`config.mk`:
```
export PLATFORM = sky130hd
export DESIGN_NAME = pipe_decode_wb
export DESIGN_NICKNAME = d
export VERILOG_FILES = /design/src/rtl/y86_pkg.sv /design/src/rtl/regfile_2r2w.sv /design/src/rtl/pipe_decode_wb.sv
export SDC_FILE = /design/constraint.sdc
export NUM_CORES = 2
export LEC_CHECK = 0
export ABC_AREA = 1
export CORE_MARGIN = 5
export CORE_UTILIZATION = 29
export CTS_BUF_LIST = sky130_fd_sc_hd__clkbuf_4
export DETAILED_ROUTE_END_ITERATION = 12
export DONT_BUFFER_PORTS = 1
export PLACE_DENSITY = 0.4
export REMOVE_ABC_BUFFERS = 1
export SETUP_SLACK_MARGIN = 0.5
export SYNTH_ARGS = -nofsm -noshare
export SYNTH_HDL_FRONTEND = slang
export SYNTH_SLANG_ARGS = --single-unit
```
`constraint.sdc`:
```
create_clock -name clk -period 7.5 [get_ports clk]
set_clock_uncertainty 0.05 [all_clocks]
set_input_delay 1.5 -clock clk [delete_from_list [all_inputs] [get_ports clk]]
set_output_delay 1.5 -clock clk [all_outputs]
set_load 0.03 [all_outputs]
```
`src/rtl/y86_pkg.sv`:
```
// Shared Y86-64 definitions: instruction codes, special register indices and
// the default datapath width used by the PIPE decode/write-back slice.
package y86_pkg;

    localparam int WORD_W_DEF = 64;

    // Register index meaning "no register"
    localparam int RNONE = 15;
    // Stack pointer register index
    localparam int RSP   = 4;

    typedef enum logic [3:0] {
        I_HALT   = 4'h0,
        I_NOP    = 4'h1,
        I_RRMOVQ = 4'h2,
        I_IRMOVQ = 4'h3,
        I_RMMOVQ = 4'h4,
        I_MRMOVQ = 4'h5,
        I_OPQ    = 4'h6,
        I_JXX    = 4'h7,
        I_CALL   = 4'h8,
        I_RET    = 4'h9,
        I_PUSHQ  = 4'hA,
        I_POPQ   = 4'hB
    } icode_e;

endpackage

```
`src/rtl/regfile_2r2w.sv`:
```
// Architectural register file: two combinational read ports that see the
// write-back values of the current cycle, and two write ports where the
// M port overrides the E port on an index collision.
module regfile_2r2w #(
    parameter int WORD_W = 64,
    parameter int RIDX_W = 4,
    parameter int NREGS  = 15,
    parameter int RNONE  = 15
) (
    input  logic              clk,
    input  logic              rst,
    input  logic [RIDX_W-1:0] ra_a,
    input  logic [RIDX_W-1:0] ra_b,
    output logic [WORD_W-1:0] rd_a,
    output logic [WORD_W-1:0] rd_b,
    input  logic [RIDX_W-1:0] wa_e,
    input  logic [WORD_W-1:0] wd_e,
    input  logic [RIDX_W-1:0] wa_m,
    input  logic [WORD_W-1:0] wd_m
);

    localparam int AW = (NREGS > 1) ? $clog2(NREGS) : 1;

    logic [WORD_W-1:0] regs [NREGS];

    // An index addresses a real register only if it is not the "none"
    // marker and lies inside the implemented array.
    function automatic logic idx_ok(input logic [RIDX_W-1:0] idx);
        return (idx != RIDX_W'(RNONE)) && ({1'b0, idx} < (RIDX_W + 1)'(NREGS));
    endfunction

    // Read with same-cycle forwarding; M beats E, invalid indices read 0.
    function automatic logic [WORD_W-1:0] read_fwd(
        input logic [RIDX_W-1:0] s,
        input logic [WORD_W-1:0] stored,
        input logic [RIDX_W-1:0] we_idx,
        input logic [WORD_W-1:0] we_val,
        input logic [RIDX_W-1:0] wm_idx,
        input logic [WORD_W-1:0] wm_val
    );
        if (!idx_ok(s))
            return '0;
        else if (s == wm_idx)
            return wm_val;
        else if (s == we_idx)
            return we_val;
        else
            return stored;
    endfunction

    // Decode read ports with write-back bypass
    always_comb begin
        rd_a = read_fwd(ra_a, regs[ra_a[AW-1:0]], wa_e, wd_e, wa_m, wd_m);
        rd_b = read_fwd(ra_b, regs[ra_b[AW-1:0]], wa_e, wd_e, wa_m, wd_m);
    end

    // Write-back; the M write is issued last so it wins a collision
    always_ff @(posedge clk) begin
        if (rst) begin
            for (int i = 0; i < NREGS; i++)
                regs[i] <= '0;
        end else begin
            if (idx_ok(wa_e))
                regs[wa_e[AW-1:0]] <= wd_e;
            if (idx_ok(wa_m))
                regs[wa_m[AW-1:0]] <= wd_m;
        end
    end

endmodule

```
`src/rtl/pipe_decode_wb.sv`:
```
// Y86-64 PIPE decode + write-back stage: picks source/destination registers
// from icode, reads operands through the bypassing register file and loads
// the D-to-E pipeline register under stall/bubble control.
module pipe_decode_wb
    import y86_pkg::*;
#(
    parameter int WORD_W = WORD_W_DEF,
    parameter int RIDX_W = 4,
    parameter int NREGS  = 15,
    parameter int RNONE  = y86_pkg::RNONE,
    parameter int RSP    = y86_pkg::RSP
) (
    input  logic              clk,
    input  logic              rst,
    input  logic [3:0]        icode,
    input  logic [RIDX_W-1:0] rA,
    input  logic [RIDX_W-1:0] rB,
    input  logic [RIDX_W-1:0] w_dstE,
    input  logic [WORD_W-1:0] w_valE,
    input  logic [RIDX_W-1:0] w_dstM,
    input  logic [WORD_W-1:0] w_valM,
    input  logic              e_stall,
    input  logic              e_bubble,
    output logic [RIDX_W-1:0] d_srcA,
    output logic [RIDX_W-1:0] d_srcB,
    output logic [3:0]        E_icode,
    output logic [WORD_W-1:0] E_valA,
    output logic [WORD_W-1:0] E_valB,
    output logic [RIDX_W-1:0] E_dstE,
    output logic [RIDX_W-1:0] E_dstM,
    output logic [RIDX_W-1:0] E_srcA,
    output logic [RIDX_W-1:0] E_srcB
);

    localparam logic [RIDX_W-1:0] R_NONE = RIDX_W'(RNONE);
    localparam logic [RIDX_W-1:0] R_SP   = RIDX_W'(RSP);

    logic [RIDX_W-1:0] src_a_p0, src_b_p0, dst_e_p0, dst_m_p0;
    logic [WORD_W-1:0] val_a_p0, val_b_p0;

    logic [3:0]        e_icode_p1;
    logic [WORD_W-1:0] e_val_a_p1, e_val_b_p1;
    logic [RIDX_W-1:0] e_dst_e_p1, e_dst_m_p1, e_src_a_p1, e_src_b_p1;

    // ---- D stage: register selection from icode ----
    // Operand and destination choice; unknown icodes touch no register
    always_comb begin
        src_a_p0 = R_NONE;
        src_b_p0 = R_NONE;
        dst_e_p0 = R_NONE;
        dst_m_p0 = R_NONE;
        case (icode)
            I_RRMOVQ: begin
                src_a_p0 = rA;
                dst_e_p0 = rB;
            end
            I_IRMOVQ: dst_e_p0 = rB;
            I_RMMOVQ: begin
                src_a_p0 = rA;
                src_b_p0 = rB;
            end
            I_MRMOVQ: begin
                src_b_p0 = rB;
                dst_m_p0 = rA;
            end
            I_OPQ: begin
                src_a_p0 = rA;
                src_b_p0 = rB;
                dst_e_p0 = rB;
            end
            I_CALL: begin
                src_b_p0 = R_SP;
                dst_e_p0 = R_SP;
            end
            I_RET: begin
                src_a_p0 = R_SP;
                src_b_p0 = R_SP;
                dst_e_p0 = R_SP;
            end
            I_PUSHQ: begin
                src_a_p0 = rA;
                src_b_p0 = R_SP;
                dst_e_p0 = R_SP;
            end
            I_POPQ: begin
                src_a_p0 = R_SP;
                src_b_p0 = R_SP;
                dst_e_p0 = R_SP;
                dst_m_p0 = rA;
            end
            default: ;
        endcase
    end

    assign d_srcA = src_a_p0;
    assign d_srcB = src_b_p0;

    regfile_2r2w #(
        .WORD_W (WORD_W),
        .RIDX_W (RIDX_W),
        .NREGS  (NREGS),
        .RNONE  (RNONE)
    ) u_regfile (
        .clk  (clk),
        .rst  (rst),
        .ra_a (src_a_p0),
        .ra_b (src_b_p0),
        .rd_a (val_a_p0),
        .rd_b (val_b_p0),
        .wa_e (w_dstE),
        .wd_e (w_valE),
        .wa_m (w_dstM),
        .wd_m (w_valM)
    );

    // ---- D -> E boundary ----
    // E register: reset and bubble insert a nop, stall holds everything
    always_ff @(posedge clk) begin
        if (rst || (!e_stall && e_bubble)) begin
            e_icode_p1 <= I_NOP;
            e_val_a_p1 <= '0;
            e_val_b_p1 <= '0;
            e_dst_e_p1 <= R_NONE;
            e_dst_m_p1 <= R_NONE;
            e_src_a_p1 <= R_NONE;
            e_src_b_p1 <= R_NONE;
        end else if (!e_stall) begin
            e_icode_p1 <= icode;
            e_val_a_p1 <= val_a_p0;
            e_val_b_p1 <= val_b_p0;
            e_dst_e_p1 <= dst_e_p0;
            e_dst_m_p1 <= dst_m_p0;
            e_src_a_p1 <= src_a_p0;
            e_src_b_p1 <= src_b_p0;
        end
    end

    assign E_icode = e_icode_p1;
    assign E_valA  = e_val_a_p1;
    assign E_valB  = e_val_b_p1;
    assign E_dstE  = e_dst_e_p1;
    assign E_dstM  = e_dst_m_p1;
    assign E_srcA  = e_src_a_p1;
    assign E_srcB  = e_src_b_p1;

endmodule
```
* Yosys cells after proc, flatten, opt, wreduce, memory -nomap -nowiden
Memory sizes are Yosys's and may differ from the RTL's.
Index checks and enable logic that the tools add are counted.
** Storage, ports and cells
- Register bits :: 148
- Output and inout port bits :: 156
- Memory bits (writable) :: 960
- Input bits :: 152
- Memories :: 1
** Memory list
- u_regfile.regs :: depth 15, width 64, rd ports 2, clocked after Yosys merged registers in 0, write ports 15, line regfile_2r2w.sv:24 : logic [WORD_W-1:0] regs [NREGS];
** Operators by class
- $lt $le $gt $ge :: 4
- Multiplexer cells :: 24
- Equality and inequality tests :: 17
- Reductions and logical operators :: 15
** Operators with widths (count)
- 64-bit 2-to-1 mux :: 8
- 64-bit OR reduction :: 2
- 4-bit one-hot mux with 2 select lines :: 3
- 4-bit == test :: 4
- 4-bit == test (second input constant) :: 4
- 4-bit < comparator (second input constant) :: 4
- 4-bit != test (second input constant) :: 4
- 4-bit by 3-bit == test with 1-bit output (second input constant) :: 3
- 4-bit 2-to-1 mux :: 3
- 1-bit 2-to-1 mux :: 10
- 4-bit by 2-bit == test with 1-bit output (second input constant) :: 2
- 4-bit OR reduction :: 2
- 3-bit OR reduction :: 2
- 1-bit logical AND :: 5
- 2-bit OR reduction :: 2
- 1-bit zero test :: 1
- 1-bit logical OR :: 1

* Logic depth before layout (Yosys ltp)
- Depth in word-level cells :: 7
- Depth in mapped cells :: 18

* By module
A second synthesis with hierarchy kept.
** Unflattened totals
- Cell total of the unflattened synthesis :: 9388
- Area total of the unflattened synthesis :: 70575.2 um^2
** By module, submodules not included
- regfile_2r2w :: cells an instance 8702, area each 65326.4 um^2, instances 1
- pipe_decode_wb :: cells an instance 686, area each 5248.8 um^2, instances 1

* Worst setup path after synthesis
Ideal clock, no wire load.
- Kind :: input port to flip-flop
- From :: input rst
- To :: memory u_regfile.regs[10][0] (enable)
- Arrival time :: 5.306 ns
- Slack :: 1.641 ns
- Path buffers :: 1
- Stages on the path :: 4
- Required time :: 6.947 ns
- Cells stage by stage :: clkbuf_1 nor3_1 inv_1 o211ai_1
** RTL lines
- start, declared :: line pipe_decode_wb.sv:14 : input logic rst,
- end, declared :: line regfile_2r2w.sv:24

* Final worst setup path
- From :: input icode[3]
- To :: output d_srcB[1]
** Between the ends
- Cells in the longest elaborated chain, start to end :: 3
** RTL lines
- start, declared :: line pipe_decode_wb.sv:15 : input logic [3:0] icode,
- 4-bit == test or 4-bit by 3-bit == test with 1-bit output (tied branches) :: line pipe_decode_wb.sv:52 : case (icode)
- 4-bit OR reduction (no source line) or 3-bit OR reduction (tied branches)
- 4-bit one-hot mux with 2 select lines * :: line pipe_decode_wb.sv:52
- end, declared :: line pipe_decode_wb.sv:25 : output logic [RIDX_W-1:0] d_srcB,
Every way passes the cells marked *; elsewhere a longest branch is shown, timed or not.

==> out/results.tsv <==
metric	value	unit
Worst Path Required	5.95	ns
Post-Place Setup Slack	2.07	ns
top-area cell type share of the netlist area	46.0	%
Max-Cap Viols	0	
Chip Width	490	um
internal power	11.8	mW
Num CTS Buffers	375	
clk buf depth	4	
initial core utilization	29.1	%
count of unique library cells instantiated by Yosys	34	
placed cells	10600	
max-slew violations	0	
Leak	27.4	nW
critical path class	primary input to output pin	
number of global-route vias before repair	64300	
Fmax achieved	0.189	GHz
Sw Share	33.1	%
hpwl dp	179	mm
Synth Instances	8294	
Final Cycle Share	70.7	%
Via-to-Cell Ratio	5.95	
pin count of the biggest net entering global routing	213	
P&R area growth vs syn	10.6	%
CTS tree	yes	
boundary pin count	308	
PostCTS Resize Cnt	0	
status	finished, final reports clean	
WL final	355	mm
power per cell area	238	nW/um^2
1st-pass router iterations	6	
Reg area	33700	sq um
area leader, netlist	edfxtp_1	
syn_area_per_cell	8.06	sq um
async set-reset flop share out of synthesis	0	%
clk slew on worst S/H paths	0.07	ns
CTS sink cnt	1172	
crit-path max FO	63	
wire length per cell	31.5	um
critical path endpoint category	output pin	
Most used DFF post-synth	edfxtp_1	
Initial DRC Count	8477	
Worst slew margin	14.8	%
full die area	240000	sq um
# fillers	24300	
initial antenna violation count	19	
Post-synth EDFFs	1024	
fin nets	8148	
Clock Latency Late Sink	1.42	ns
Net Sw Power	5.82	mW
cell row count	176	
Multi-input gate area	27900	sq um
sequential share of the synthesized area	50.5	%
Area after DPL	69100	sq um
Die Height	490	um
ANT nets after route	0	
design area	73900	sq um
yosys warns	0	
Root Buffer	clkbuf_4	
worst hold path class	primary input to register	
Final Hold Viols	0	
crit path DAT	3.75	ns
Peak VDD IR	0.000141	V
grt total ovfl	0	
H-tree depth reported by CTS	5	
Mapped Area	66800	sq um
layout cells sized above 1	9.89	%
final setup margin	2.20	ns
RSZ-0062 raised after global routing	false	
minimum clock period	5.30	ns
Reg power frac	45.2	%
DRC Markers	0	
GRT Util Overall	28.2	%
FF+latch count, synth	1172	
fin cells	11300	
Logic pwr share	17.2	%
Least-Margin Pin Slew	1.28	ns
setup violators final	0	
GP Congestion	0.809	
top post-synthesis cells by area	edfxtp_1, nand3_1, nand2_1, o22ai_1, dfxtp_1	
# port buffers	0	
Clk pwr share	37.6	%
routed via count	67200	
Startpoint Class	primary input	
core area	230000	sq um
global-route wire length before repair	495	mm
[metrics by stage]
step / total power, mW / utilization (%) / setup TNS [ns] / hold WS (ns)
after CTS: 17.7 / 32.2 / 0 / 0.000287
after detailed placement: 11.1 / 30.1 / 0 / 0.560
after global routing: 18.4 / 32.2 / 0 / 0.0681
final: 17.6 / 32.2 / 0 / 0.167
after floorplan: 9.93 / - / -1019.36 / 0.530
after global placement: 11.0 / 30.1 / 0 / 0.553
[synth_stat cells (2+ instances only)]
cell and number:
clkbuf_1 611, nor3_1 7, inv_2 35, dfxtp_1 148, a21oi_1 411, buf_1 88
nor2_1 35, nand3_1 1734, buf_4 32, nand2_2 11, or2_2 2, inv_1 475
o21ai_0 343, buf_2 186, o211ai_1 21, xor2_1 10, nand2_1 1883, clkinv_1 66
edfxtp_1 1024, nor2_2 4, o22ai_1 960, o21ai_1 192, nor2_4 2, nand4_1 4
[timing repair]
action | in CTS | in global routing
hold buffers | 30 | 0
setup buffers | 0 | 0
endpoints found under the hold margin | 30 | 0
[path summary, 6_finish.rpt]
path,startpoint,endpoint,slack [ns],depth (start not counted)
worst min-delay path,w_valE[23],u_regfile.regs[15][23],0.17,0
worst max-delay path,icode[3],d_srcB[1],2.20,6
worst min register to register,E_valA[28],E_valA[28],0.57,2
worst max register to register,u_regfile.regs[7][62],E_valB[62],5.79,10
[cells in the final DEF (no fill, tap or decap), types with 15 or more instances in the layout]
master | Yosys | final
nand2_1 | 1883 | 1868
nand3_1 | 1734 | 1717
edfxtp_1 | 1024 | 1024
o22ai_1 | 960 | 960
clkbuf_4 | 0 | 564
inv_1 | 475 | 474
a21oi_1 | 411 | 411
o21ai_0 | 343 | 343
o21ai_1 | 192 | 192
dfxtp_1 | 148 | 148
buf_4 | 32 | 127
clkinv_1 | 66 | 125
conb_1 | 1 | 64
nor2_1 | 35 | 35
inv_2 | 35 | 33
dlygate4sd3_1 | 0 | 30
buf_12 | 0 | 23
o211ai_1 | 21 | 21
nand2_8 | 0 | 19
nand3_4 | 0 | 18
diode_2 | 0 | 15
[power by group through the flow]
stage / combinational (mW) / clock, mW / sequential [mW]
floorplan: 1.90 / 0 / 8.04
detailed placement: 2.96 / 0 / 8.09
global route: 3.24 / 7.14 / 8.01
global placement: 2.96 / 0 / 8.09
finish: 3.02 / 6.61 / 7.96
CTS: 2.98 / 6.77 / 7.96
[kinds of logic (layout without fill, tap and decap cells)]
group	Yosys count	in the layout	synth area share (%)
AOI/OAI and AO/OA	1931	1931	16.4
xor gates and xnor gates	10	10	0.131
buffers and inverters	1494	1387	8.93
DFF	1172	1172	50.5
other	1	79	0.00561
and+or+nand+nor	3686	3686	24.1
[state kept, by name (all words and copies together), names as in the netlist]
signal and count:
u_regfile.regs 1024, E_valA 64, E_valB 64, E_dstE 4, E_dstM 4, E_icode 4, E_srcA 4, E_srcB 4
[critical path, stage by stage]
cell	delay, ns
inv_2	0.06
nor2_2	0.07
inv_2	0.32
nand2_8	0.42
inv_6	0.79
buf_4	0.46
[layout make-up]
type	instances	share of cell area, %
repair buffers	180	2.32
clock buffers	564	5.73
diodes	15	0.0508
multi-input cells	5691	37.8
well taps	3026	5.12
inverters	576	2.99
clock inverters	67	0.378
flip-flops and latches	1172	45.6
[routing by layer]
| layer | global-route usage (%) | up-vias | share of wire [%] |
|---|---|---|---|
| met5 | 0 | - | 0.074 |
| met4 | 12.1 | 4 | 4.4 |
| met3 | 5.83 | 926 | 9.6 |
| met2 | 44.6 | 4157 | 45 |
| met1 | 37.4 | 33100 | 41 |
| li1 | - | 29000 | - |
(Power assumes the default switching activity.)
